### config.mk
export PLATFORM = sky130hd
export DESIGN_NAME = rx_byte_sync
export DESIGN_NICKNAME = d
export VERILOG_FILES = /design/src/rtl/phy_pkg.sv /design/src/rtl/rx_byte_sync.sv
export SDC_FILE = /design/constraint.sdc
export NUM_CORES = 1
export LEC_CHECK = 0
export BUFFER_PORTS_ARGS = -buffer_cell sky130_fd_sc_hd__buf_4
export CAP_MARGIN = 20
export CORE_MARGIN = 1
export CORE_UTILIZATION = 51
export DETAILED_ROUTE_END_ITERATION = 12
export GPL_TIMING_DRIVEN = 1
export PLACE_DENSITY_LB_ADDON = 0.25
export SETUP_SLACK_MARGIN = 0.15
export SLEW_MARGIN = 20
export SYNTH_ARGS = -nofsm -noshare
export SYNTH_HDL_FRONTEND = slang
export SYNTH_SLANG_ARGS = --single-unit
### constraint.sdc
create_clock -name clk_2f -period 2.4 [get_ports clk_2f]
set_clock_uncertainty 0.15 [all_clocks]
set_input_delay 0.48 -clock clk_2f [delete_from_list [all_inputs] [get_ports clk_2f]]
set_output_delay 0.48 -clock clk_2f [all_outputs]
set_load 0.01 [all_outputs]
### src/rtl/phy_pkg.sv
// ----------------------------------------------------------------------------
// phy_pkg
//   Definitions shared by the PHY receive and transmit sides:
//     - sync_state_t : byte-alignment FSM state encoding
//                      (SEARCH=0, ALIGN=1, LOCKED=2)
//     - PHY_COM_BYTE : default comma / alignment character
//     - PHY_IDL_BYTE : default idle filler character
//     - sat_inc4     : 4-bit increment that stops at a given limit
// ----------------------------------------------------------------------------
package phy_pkg;

    typedef enum logic [1:0] {
        SEARCH = 2'd0,
        ALIGN  = 2'd1,
        LOCKED = 2'd2
    } sync_state_t;

    localparam logic [7:0] PHY_COM_BYTE = 8'hBC;
    localparam logic [7:0] PHY_IDL_BYTE = 8'h7C;

    // Increment v by one but never past lim, so a counter cannot wrap.
    function automatic logic [3:0] sat_inc4(input logic [3:0] v,
                                            input logic [3:0] lim);
        return (v >= lim) ? lim : v + 4'd1;
    endfunction

endpackage

### src/rtl/rx_byte_sync.sv
// ----------------------------------------------------------------------------
// rx_byte_sync
//   Byte-alignment / link-lock stage between the serial-to-parallel converter
//   and the 1:2 demux. It hunts for a run of LOCK_COUNT consecutive comma
//   bytes, declares the link active, and then forwards every byte that is
//   neither comma nor idle as payload with one cycle of latency. LOSS_COUNT
//   consecutive cycles without a byte strobe drop the lock.
//
// Parameters
//   COM_BYTE    comma / alignment character           (default 8'hBC)
//   IDL_BYTE    idle filler character                 (default 8'h7C)
//   LOCK_COUNT  consecutive commas needed to lock     (1..15, default 4)
//   LOSS_COUNT  consecutive strobe-less cycles to drop (1..15, default 4)
//
// Ports
//   clk_2f         in   1  byte-rate clock, rising edge
//   reset          in   1  synchronous, active-low reset
//   data_raw       in   8  byte from the serial-to-parallel stage
//   raw_valid      in   1  data_raw holds a new byte this cycle
//   data_out       out  8  payload byte (holds last payload otherwise)
//   valid_out      out  1  data_out carries a new payload byte
//   lock_lost_cnt  out  8  saturating count of lock losses
//                          (only with RX_BYTE_SYNC_ERRCNT_EN defined)
//   active         out  1  link locked
//
// Build option
//   RX_BYTE_SYNC_ERRCNT_EN  adds the lock_lost_cnt port and its register.
// ----------------------------------------------------------------------------
module rx_byte_sync
    import phy_pkg::*;
#(
    parameter logic [7:0]  COM_BYTE   = PHY_COM_BYTE,
    parameter logic [7:0]  IDL_BYTE   = PHY_IDL_BYTE,
    parameter int unsigned LOCK_COUNT = 4,
    parameter int unsigned LOSS_COUNT = 4
) (
    input  logic       clk_2f,
    input  logic       reset,
    input  logic [7:0] data_raw,
    input  logic       raw_valid,
    output logic [7:0] data_out,
    output logic       valid_out,
`ifdef RX_BYTE_SYNC_ERRCNT_EN
    output logic [7:0] lock_lost_cnt,
`endif
    output logic       active
);

    localparam logic [3:0] LOCK_CNT4 = 4'(LOCK_COUNT);
    localparam logic [3:0] LOSS_CNT4 = 4'(LOSS_COUNT);

    sync_state_t state;
    sync_state_t state_nxt;
    logic [3:0]  com_cnt;
    logic [3:0]  com_nxt;
    logic [3:0]  miss_cnt;
    logic [3:0]  miss_nxt;
    logic [7:0]  data_nxt;
    logic        valid_nxt;
    logic        is_com;
    logic        is_idl;

    assign is_com = (data_raw == COM_BYTE);
    assign is_idl = (data_raw == IDL_BYTE);

    // ------------------------------------------------------------------
    // State and datapath registers
    // ------------------------------------------------------------------
    always_ff @(posedge clk_2f) begin
        if (!reset) begin
            state     <= SEARCH;
            com_cnt   <= '0;
            miss_cnt  <= '0;
            data_out  <= '0;
            valid_out <= 1'b0;
            active    <= 1'b0;
        end else begin
            state     <= state_nxt;
            com_cnt   <= com_nxt;
            miss_cnt  <= miss_nxt;
            data_out  <= data_nxt;
            valid_out <= valid_nxt;
            // Registered from the next state so active rises on the very
            // edge LOCKED is entered and falls on the edge it is left.
            active    <= (state_nxt == LOCKED);
        end
    end

    // ------------------------------------------------------------------
    // Next-state, counter and payload logic
    // ------------------------------------------------------------------
    always_comb begin
        state_nxt = state;
        com_nxt   = com_cnt;
        miss_nxt  = miss_cnt;
        data_nxt  = data_out;
        valid_nxt = 1'b0;

        case (state)
            SEARCH: begin
                if (raw_valid && is_com) begin
                    com_nxt   = 4'd1;
                    state_nxt = (LOCK_CNT4 == 4'd1) ? LOCKED : ALIGN;
                end
            end

            ALIGN: begin
                // Strobe-less cycles leave the comma run intact.
                if (raw_valid) begin
                    if (is_com) begin
                        com_nxt = sat_inc4(com_cnt, LOCK_CNT4);
                        if (com_nxt == LOCK_CNT4) begin
                            state_nxt = LOCKED;
                        end
                    end else begin
                        com_nxt   = '0;
                        state_nxt = SEARCH;
                    end
                end
            end

            LOCKED: begin
                if (raw_valid) begin
                    miss_nxt = '0;
                    if (!is_com && !is_idl) begin
                        data_nxt  = data_raw;
                        valid_nxt = 1'b1;
                    end
                end else begin
                    miss_nxt = sat_inc4(miss_cnt, LOSS_CNT4);
                    if (miss_nxt == LOSS_CNT4) begin
                        // Exit only happens on a strobe-less cycle, so no
                        // payload can be in flight on the exit edge.
                        state_nxt = SEARCH;
                        com_nxt   = '0;
                        miss_nxt  = '0;
                    end
                end
            end

            default: begin
                state_nxt = SEARCH;
                com_nxt   = '0;
                miss_nxt  = '0;
            end
        endcase
    end

`ifdef RX_BYTE_SYNC_ERRCNT_EN
    // ------------------------------------------------------------------
    // Lock-loss event counter (saturating, cleared only by reset)
    // ------------------------------------------------------------------
    logic lock_drop;

    assign lock_drop = (state == LOCKED) && (state_nxt == SEARCH);

    always_ff @(posedge clk_2f) begin
        if (!reset) begin
            lock_lost_cnt <= '0;
        end else if (lock_drop && (lock_lost_cnt != 8'hFF)) begin
            lock_lost_cnt <= lock_lost_cnt + 8'd1;
        end
    end
`endif

endmodule
==> results.yml, run 1 <==
routing:
  drtPass1Iterations: 4
  drc_errors: 0
  dr_total_vias: 743
  drtIter0Drc: 8
  postRouteAntennaNets: 0
  wl_per_cell_um: 12.01
  routed_via_density: 5.345
  routed_wl_um: 1670
hold_path:
  hold_path_class: "primary input to register"
  min_path_cells: 2
timing:
  setup_violations: 0
  hold_viol_final: 0
  rsz0062_at_grt: "no"
  fin_crit_ns: 1.970
  tightest_slew_ns: 0.5026
  max_freq_mhz: 507.6
  tns_ns: 0
  drv_slew: 0
  relSlewSlack: 0.6626
  fin_crit_sh: 0.8209
clock_network:
  cts_buffer_depth: 2
  cts_tree: "built"
  clk_latency_ns: 0.30
  clk_pin_slew_worst_paths_ns: 0.11
  holdBufCountCts: 0
  cts-resized-gates: 0
  cts_num_sinks: 20
  clockRootBuffer: "clkbuf_4"
  htreeDepth: 1
  cts_setup_buffers: 0
  cts_buffers: 3
final_layout:
  multi_input_area_um2: 509.2
  regArea_um2: 400.4
  fillers: 159
  syn2layout_area_growth_pct: 21.91
  final_nets: 128
  fin_area_um2: 1135
  drive_above_1_share: 0.2544
  most-common-layout-cells: "dfxtp_1 (20), buf_4 (20), nor2b_1 (10), mux2i_1 (7)"
  num_antenna_cells: 0
global_routing:
  track_usage: 0.1898
  grt_pass1_vias: 671
  grt-ovfl-total: 0
  antenna_found_initial: 0
  grt_max_degree: 19
  grt_pass1_wl_um: 2822
logic_synthesis:
  synth_compound_area_frac: 0.1599
  syn_avg_cell_area_um2: 10.01
  synthMuxAreaShare: 0.08737
  synth_top_family_by_area: "simple AND/OR/NAND/NOR gates"
  synth-simple-area-share: 0.2634
  synth_xor_area_frac: 0.009409
  yosysWarnings: 0
  synth-edff-count: 0
  synthAdderAreaFrac: 0.02688
  async_flop_share: 0
  synth.net_count: 106
  ys_types: 39
  ys.flop_type: "dfxtp_1"
  netlist_instances: 93
  ys_seq_area_frac: 0.4301
  synthesis.area_um2: 930.9
  synth-seq-cells: 20
outcome:
  outcome: "completed"
power:
  netSwitchingPower_mw: 0.1240
  p_seq_frac: 0.587
  p_per_area_nw_per_um2: 501.9
  ir_worst_vdd_v: 0.0003961
  internal_power_mw: 0.4456
  leakagePower_nw: 0.4503
  comb_power_share: 0.072
  pwr-share-clk: 0.341
  switching_share: 0.2177
setup_path:
  cp_data_required_time_ns: 2.49
  startpoint_type: "register"
  path_class: "register to register"
  cp.arrival_ns: 2.06
  end_kind: "register"
  critical_path_peak_fanout: 5
  rr_worst_depth: 5
die:
  core_um2: 1727
  rows: 15
  io_pins: 21
  die-area_um2: 2000
  die_h_um: 44.73
  start_util: 0.5391
  die_width_um: 44.73
place:
  dp_hpwl_um: 1237
  place.gp.congestion: 0.8332
  place_area_um2: 1099
  port_buffers: 20
run:
  maxCapViolations: 0
## critical path, stage by stage (launching register included)
cell and delay, ns:
dfxtp_1 0.35, ha_1 0.31, and3b_1 0.28, o221ai_2 0.15, or4_1 0.52, a21boi_1 0.15
## area by class of cell
| class | instances | area share |
|---|---|---|
| Timing Repair Buffer | 20 | 0.1323 |
| Tap cell | 25 | 0.02756 |
| Clock buffer | 4 | 0.03197 |
| Sequential cell | 20 | 0.3528 |
| Multi-Input combinational cell | 68 | 0.4487 |
| Inverter | 2 | 0.006615 |
## through the flow
step                        util  total power, mW  setup WS (ns)  hold WS (ns)  instances
after floorplan                -           0.3634         0.5442        0.3020         93
after global placement    0.6362           0.3820         0.4508        0.3222        135
after detailed placement  0.6362           0.3826         0.4136        0.3277        135
after CTS                 0.6572           0.5751         0.4244        0.2795        139
after global routing      0.6572           0.5942         0.3118        0.2894        139
final                     0.6572           0.5696         0.4298        0.2891        139
## sequential cells by signal (all words and copies together), names as in the netlist
signal / cells
state: 2
active: 1
valid_out: 1
miss_cnt: 4
com_cnt: 4
data_out: 8
## worst paths after layout
kind	from	end	slack (ns)
max	miss_cnt[0]	com_cnt[1]	0.43
min	raw_valid	state[0]	0.29
max reg2reg	miss_cnt[0]	com_cnt[1]	0.43
min reg2reg	miss_cnt[1]	miss_cnt[1]	0.34
## power by group through the flow
stage	combinational, mW	sequential [mW]	clock (mW)
floorplan	0.0220	0.341	0
global placement	0.0402	0.342	0
detailed placement	0.0408	0.342	0
CTS	0.0412	0.334	0.200
global route	0.0445	0.335	0.215
finish	0.0410	0.334	0.194
## per-layer routing
metal,part of all wire,global-route usage,vias to the layer above
met1,0.49,0.2419,335
met4,0.020,0.09091,0
met3,0.032,0.02400,6
met2,0.46,0.3176,23
li1,-,-,379
met5,0,0,-
## Yosys cell counts (2+ instances only)
| cell | instances | area (um^2) |
|---|---|---|
| ha_1 | 2 | 25.02 |
| inv_1 | 2 | 7.510 |
| nand3_1 | 3 | 15.01 |
| dfxtp_1 | 20 | 400.4 |
| nand2_1 | 4 | 15.01 |
| buf_2 | 2 | 10.01 |
| o21ai_1 | 2 | 10.01 |
| a21oi_1 | 3 | 15.01 |
| mux2i_1 | 7 | 70.07 |
| or4_1 | 2 | 15.01 |
| nor2b_1 | 10 | 62.56 |
| and2_1 | 3 | 18.77 |
| nand2b_1 | 2 | 12.51 |
| nor4_1 | 2 | 12.51 |
| o21ai_0 | 2 | 10.01 |
| nor2_1 | 4 | 15.01 |
## logic make-up after synthesis
kind of cell               Yosys count
and+or+nand+nor                     39
DFF                                 20
AOI/OAI and AO/OA                   18
muxes                                8
buffers and inverters                5
adders and majority gates            2
xor gates and xnor gates             1
No activity file was read; power rests on OpenSTA's default activity.
==> run 2: changes to the inputs <==
--- a/config.mk
+++ b/config.mk
@@ -5,10 +5,11 @@
 export SDC_FILE = /design/constraint.sdc
 export NUM_CORES = 1
 export LEC_CHECK = 0
+export ABC_AREA = 1
 export BUFFER_PORTS_ARGS = -buffer_cell sky130_fd_sc_hd__buf_4
 export CAP_MARGIN = 20
 export CORE_MARGIN = 1
-export CORE_UTILIZATION = 51
+export CORE_UTILIZATION = 47
 export DETAILED_ROUTE_END_ITERATION = 12
 export GPL_TIMING_DRIVEN = 1
 export PLACE_DENSITY_LB_ADDON = 0.25
==> constraint.sdc (replaced) <==
create_clock -name clk_2f -period 1.8 [get_ports clk_2f]
set_clock_uncertainty 0.15 [all_clocks]
set_input_delay 0.36 -clock clk_2f [delete_from_list [all_inputs] [get_ports clk_2f]]
set_output_delay 0.36 -clock clk_2f [all_outputs]
set_load 0.01 [all_outputs]
==> run 2 against run 1 <==
Against the previous run:
- final area rose by 5.6%
- worst setup slack got worse by 0.15 ns
- first-iteration DRC count rose by 110%
- global-route usage rose by 0.27 points
- wire length rose by 19%
- count of clock-buffer cells in the layout did not move
- critical endpoint is now com_cnt[0]
- total power rose by 29%
- sequential cell count did not move
- sequential share of layout area fell by 1.9 points
- critical path depth rose by 2
- largest power group unchanged
- combinational power rose by 1%
- synthesized cell count rose by 40%
==> results.yml, run 2 <==
clock_network:
  htreeDepth: 1
  clk_latency_ns: 0.29
  cts_num_sinks: 20
  cts_tree: "built"
  cts_buffer_depth: 2
  clk_pin_slew_worst_paths_ns: 0.11
  cts_buffers: 3
  clockRootBuffer: "clkbuf_4"
global_routing:
  track_usage: 0.1925
  antenna_found_initial: 0
  grt-ovfl-total: 0
  grt_pass1_vias: 775
  grt_pass1_wl_um: 3056
  grt_max_degree: 15
setup_path:
  path_class: "register to register"
  cp_data_required_time_ns: 1.85
  crit_chain: "ha_4 -> o21ai_2 -> nand2_2 -> a21oi_4 -> nand3_1 -> nand2_1 -> nor2_1"
  critPathSlowestCell: "dfxtp_1"
  startpoint: "miss_cnt[0]"
  critical_path_peak_fanout: 7
  cp_num_buf_inv: 0
  r2r_start: "miss_cnt[0]"
  cpLargestDelayFamily: "flip-flops"
  startpoint_type: "register"
  cpPeakStageDelay_ns: 0.41
  end_kind: "register"
  cp.arrival_ns: 1.56
final_layout:
  num_antenna_cells: 0
  largest_reg_flops: 8
  fillers: 179
  top_regs: "data_out x8, com_cnt x4, miss_cnt x4"
  regArea_um2: 400.4
  mostFrequentLayoutCell: "nand2_1"
  drive_above_1_share: 0.2745
  multi_input_area_um2: 518.0
  top_register: "data_out"
  final_nets: 167
  fin_area_um2: 1199
  utilization: 0.6173
  syn2layout_area_growth_pct: 23.93
  final_cells: 180
  most-common-layout-cells: "nand2_1 (29), buf_4 (21), dfxtp_1 (20), a21oi_1 (17), nor2_1 (12)"
die:
  io_pins: 21
  core_um2: 1942
  die_h_um: 47.37
  start_util: 0.4981
  die_width_um: 47.37
  rows: 16
  die-area_um2: 2243
timing:
  fin_crit_ns: 1.517
  tns_ns: 0
  hold_viol_final: 0
  relSlewSlack: 0.6896
  rsz0062_at_grt: "no"
  hold_ws_ns: 0.1748
  setup_violations: 0
  fin_crit_sh: 0.8427
  drv_slew: 0
  setup_ws_ns: 0.2832
  tightest_slew_ns: 0.4651
  max_freq_mhz: 659.3
place:
  placedCellCount: 176
  dp_hpwl_um: 1489
  port_buffers: 20
  place.gp.congestion: 0.8323
  place_area_um2: 1144
  pre_cts_ws_ns: 0.1914
logic_synthesis:
  synth-simple-area-share: 0.3545
  syn_avg_cell_area_um2: 7.440
  synth-edff-count: 0
  synth_top_family_by_area: "simple AND/OR/NAND/NOR gates"
  synth.net_count: 143
  ys_types: 23
  synthesis.area_um2: 967.2
  netlist_instances: 130
  yosysWarnings: 0
  synth_compound_area_frac: 0.1358
  synthAdderAreaFrac: 0.02587
  yosysTopAreaCell: "dfxtp_1"
  synthTopCellsByArea: "dfxtp_1 (41%), nand2_1 (12%), a21oi_1 (8.8%)"
  yosysTopAreaCellShare: 0.4140
  synth-seq-cells: 20
  synth_most_common_cell: "nand2_1"
  synth_xor_area_frac: 0
  ys.flop_type: "dfxtp_1"
  async_flop_share: 0
  netlist_top_cells_count: "nand2_1 (30), dfxtp_1 (20), a21oi_1 (17)"
  ys_seq_area_frac: 0.4140
  synthMuxAreaShare: 0
power:
  p_seq_frac: 0.602
  switching_share: 0.2064
  pwr-share-clk: 0.342
  ir_worst_vdd_v: 0.0004514
  netSwitchingPower_mw: 0.1519
  leakagePower_nw: 0.5074
  p_per_area_nw_per_um2: 614.0
  total_power_mw: 0.7360
  comb_power_share: 0.056
  internal_power_mw: 0.5840
hold_path:
  hold_path_class: "primary input to register"
  worstHoldStart: "reset"
outcome:
  outcome: "completed"
routing:
  wl_per_cell_um: 11.01
  routed_via_density: 5.067
  routed_wl_um: 1981
  drtPass1Iterations: 4
  drtIter0Drc: 17
  postRouteAntennaNets: 0
  drc_errors: 0
  dr_total_vias: 912
run:
  maxCapViolations: 0
==> run 2: changes by cell type after synthesis, sizes merged, moves of 3 or more <==
cell | before | now
nor2b | 10 | 0
inv | 2 | 14
nand3 | 3 | 8
nor2 | 4 | 15
mux2i | 7 | 0
and2 | 3 | 0
nand4 | 0 | 9
a21oi | 3 | 18
nand2 | 4 | 33
==> run 2: worst paths after layout <==
path                      end  slack, ns  cells past startpoint
hold / removal       state[0]       0.17                      3
setup reg to reg   com_cnt[0]       0.28                      7
setup / recovery   com_cnt[0]       0.28                      7
hold reg to reg   miss_cnt[3]       0.30                      2
==> run 2: final cells by class <==
class / count / area share
well taps: 27 / 0.02818
inverters: 14 / 0.04384
repair buffers: 21 / 0.1315
flip-flops and latches: 20 / 0.3340
clock buffers: 4 / 0.03027
multi-input cells: 94 / 0.4322
==> run 2: kinds of logic (layout without fill, tap and decap cells) <==
group	after synthesis	count (layout)
and+or+nand+nor	69	69
AOI/OAI and AO/OA	23	23
adders and majority gates	2	2
buffers and inverters	16	39
DFF	20	20
==> run 2: power groups by stage <==
| stage | clock [mW] | combinational (mW) | sequential [mW] |
|---|---|---|---|
| 4_1_cts | 0.266 | 0.0412 | 0.443 |
| 3_3_place_gp | 0 | 0.0404 | 0.453 |
| 3_5_place_dp | 0 | 0.0411 | 0.453 |
| 5_1_grt | 0.289 | 0.0453 | 0.443 |
| 6_report | 0.252 | 0.0415 | 0.443 |
| 2_1_floorplan | 0 | 0.0159 | 0.453 |
==> run 2: worst register-to-register path: stages, from the launching register on <==
cell and delay [ns]:
dfxtp_1 0.41, ha_4 0.23, o21ai_2 0.12, nand2_2 0.10
a21oi_4 0.23, nand3_1 0.10, nand2_1 0.06, nor2_1 0.03
==> run 2: timing repair <==
item	4_1_cts	5_1_grt
setup buffers	0	0
hold buffers	0	0
resized for setup	0	4
endpoints found under the setup margin	0	3
==> run 2: routing by layer <==
metal	GRT usage	wire length, um
met5	0	0
met1	0.2194	948
met3	0.03462	63
met4	0.06857	22
met2	0.3534	946
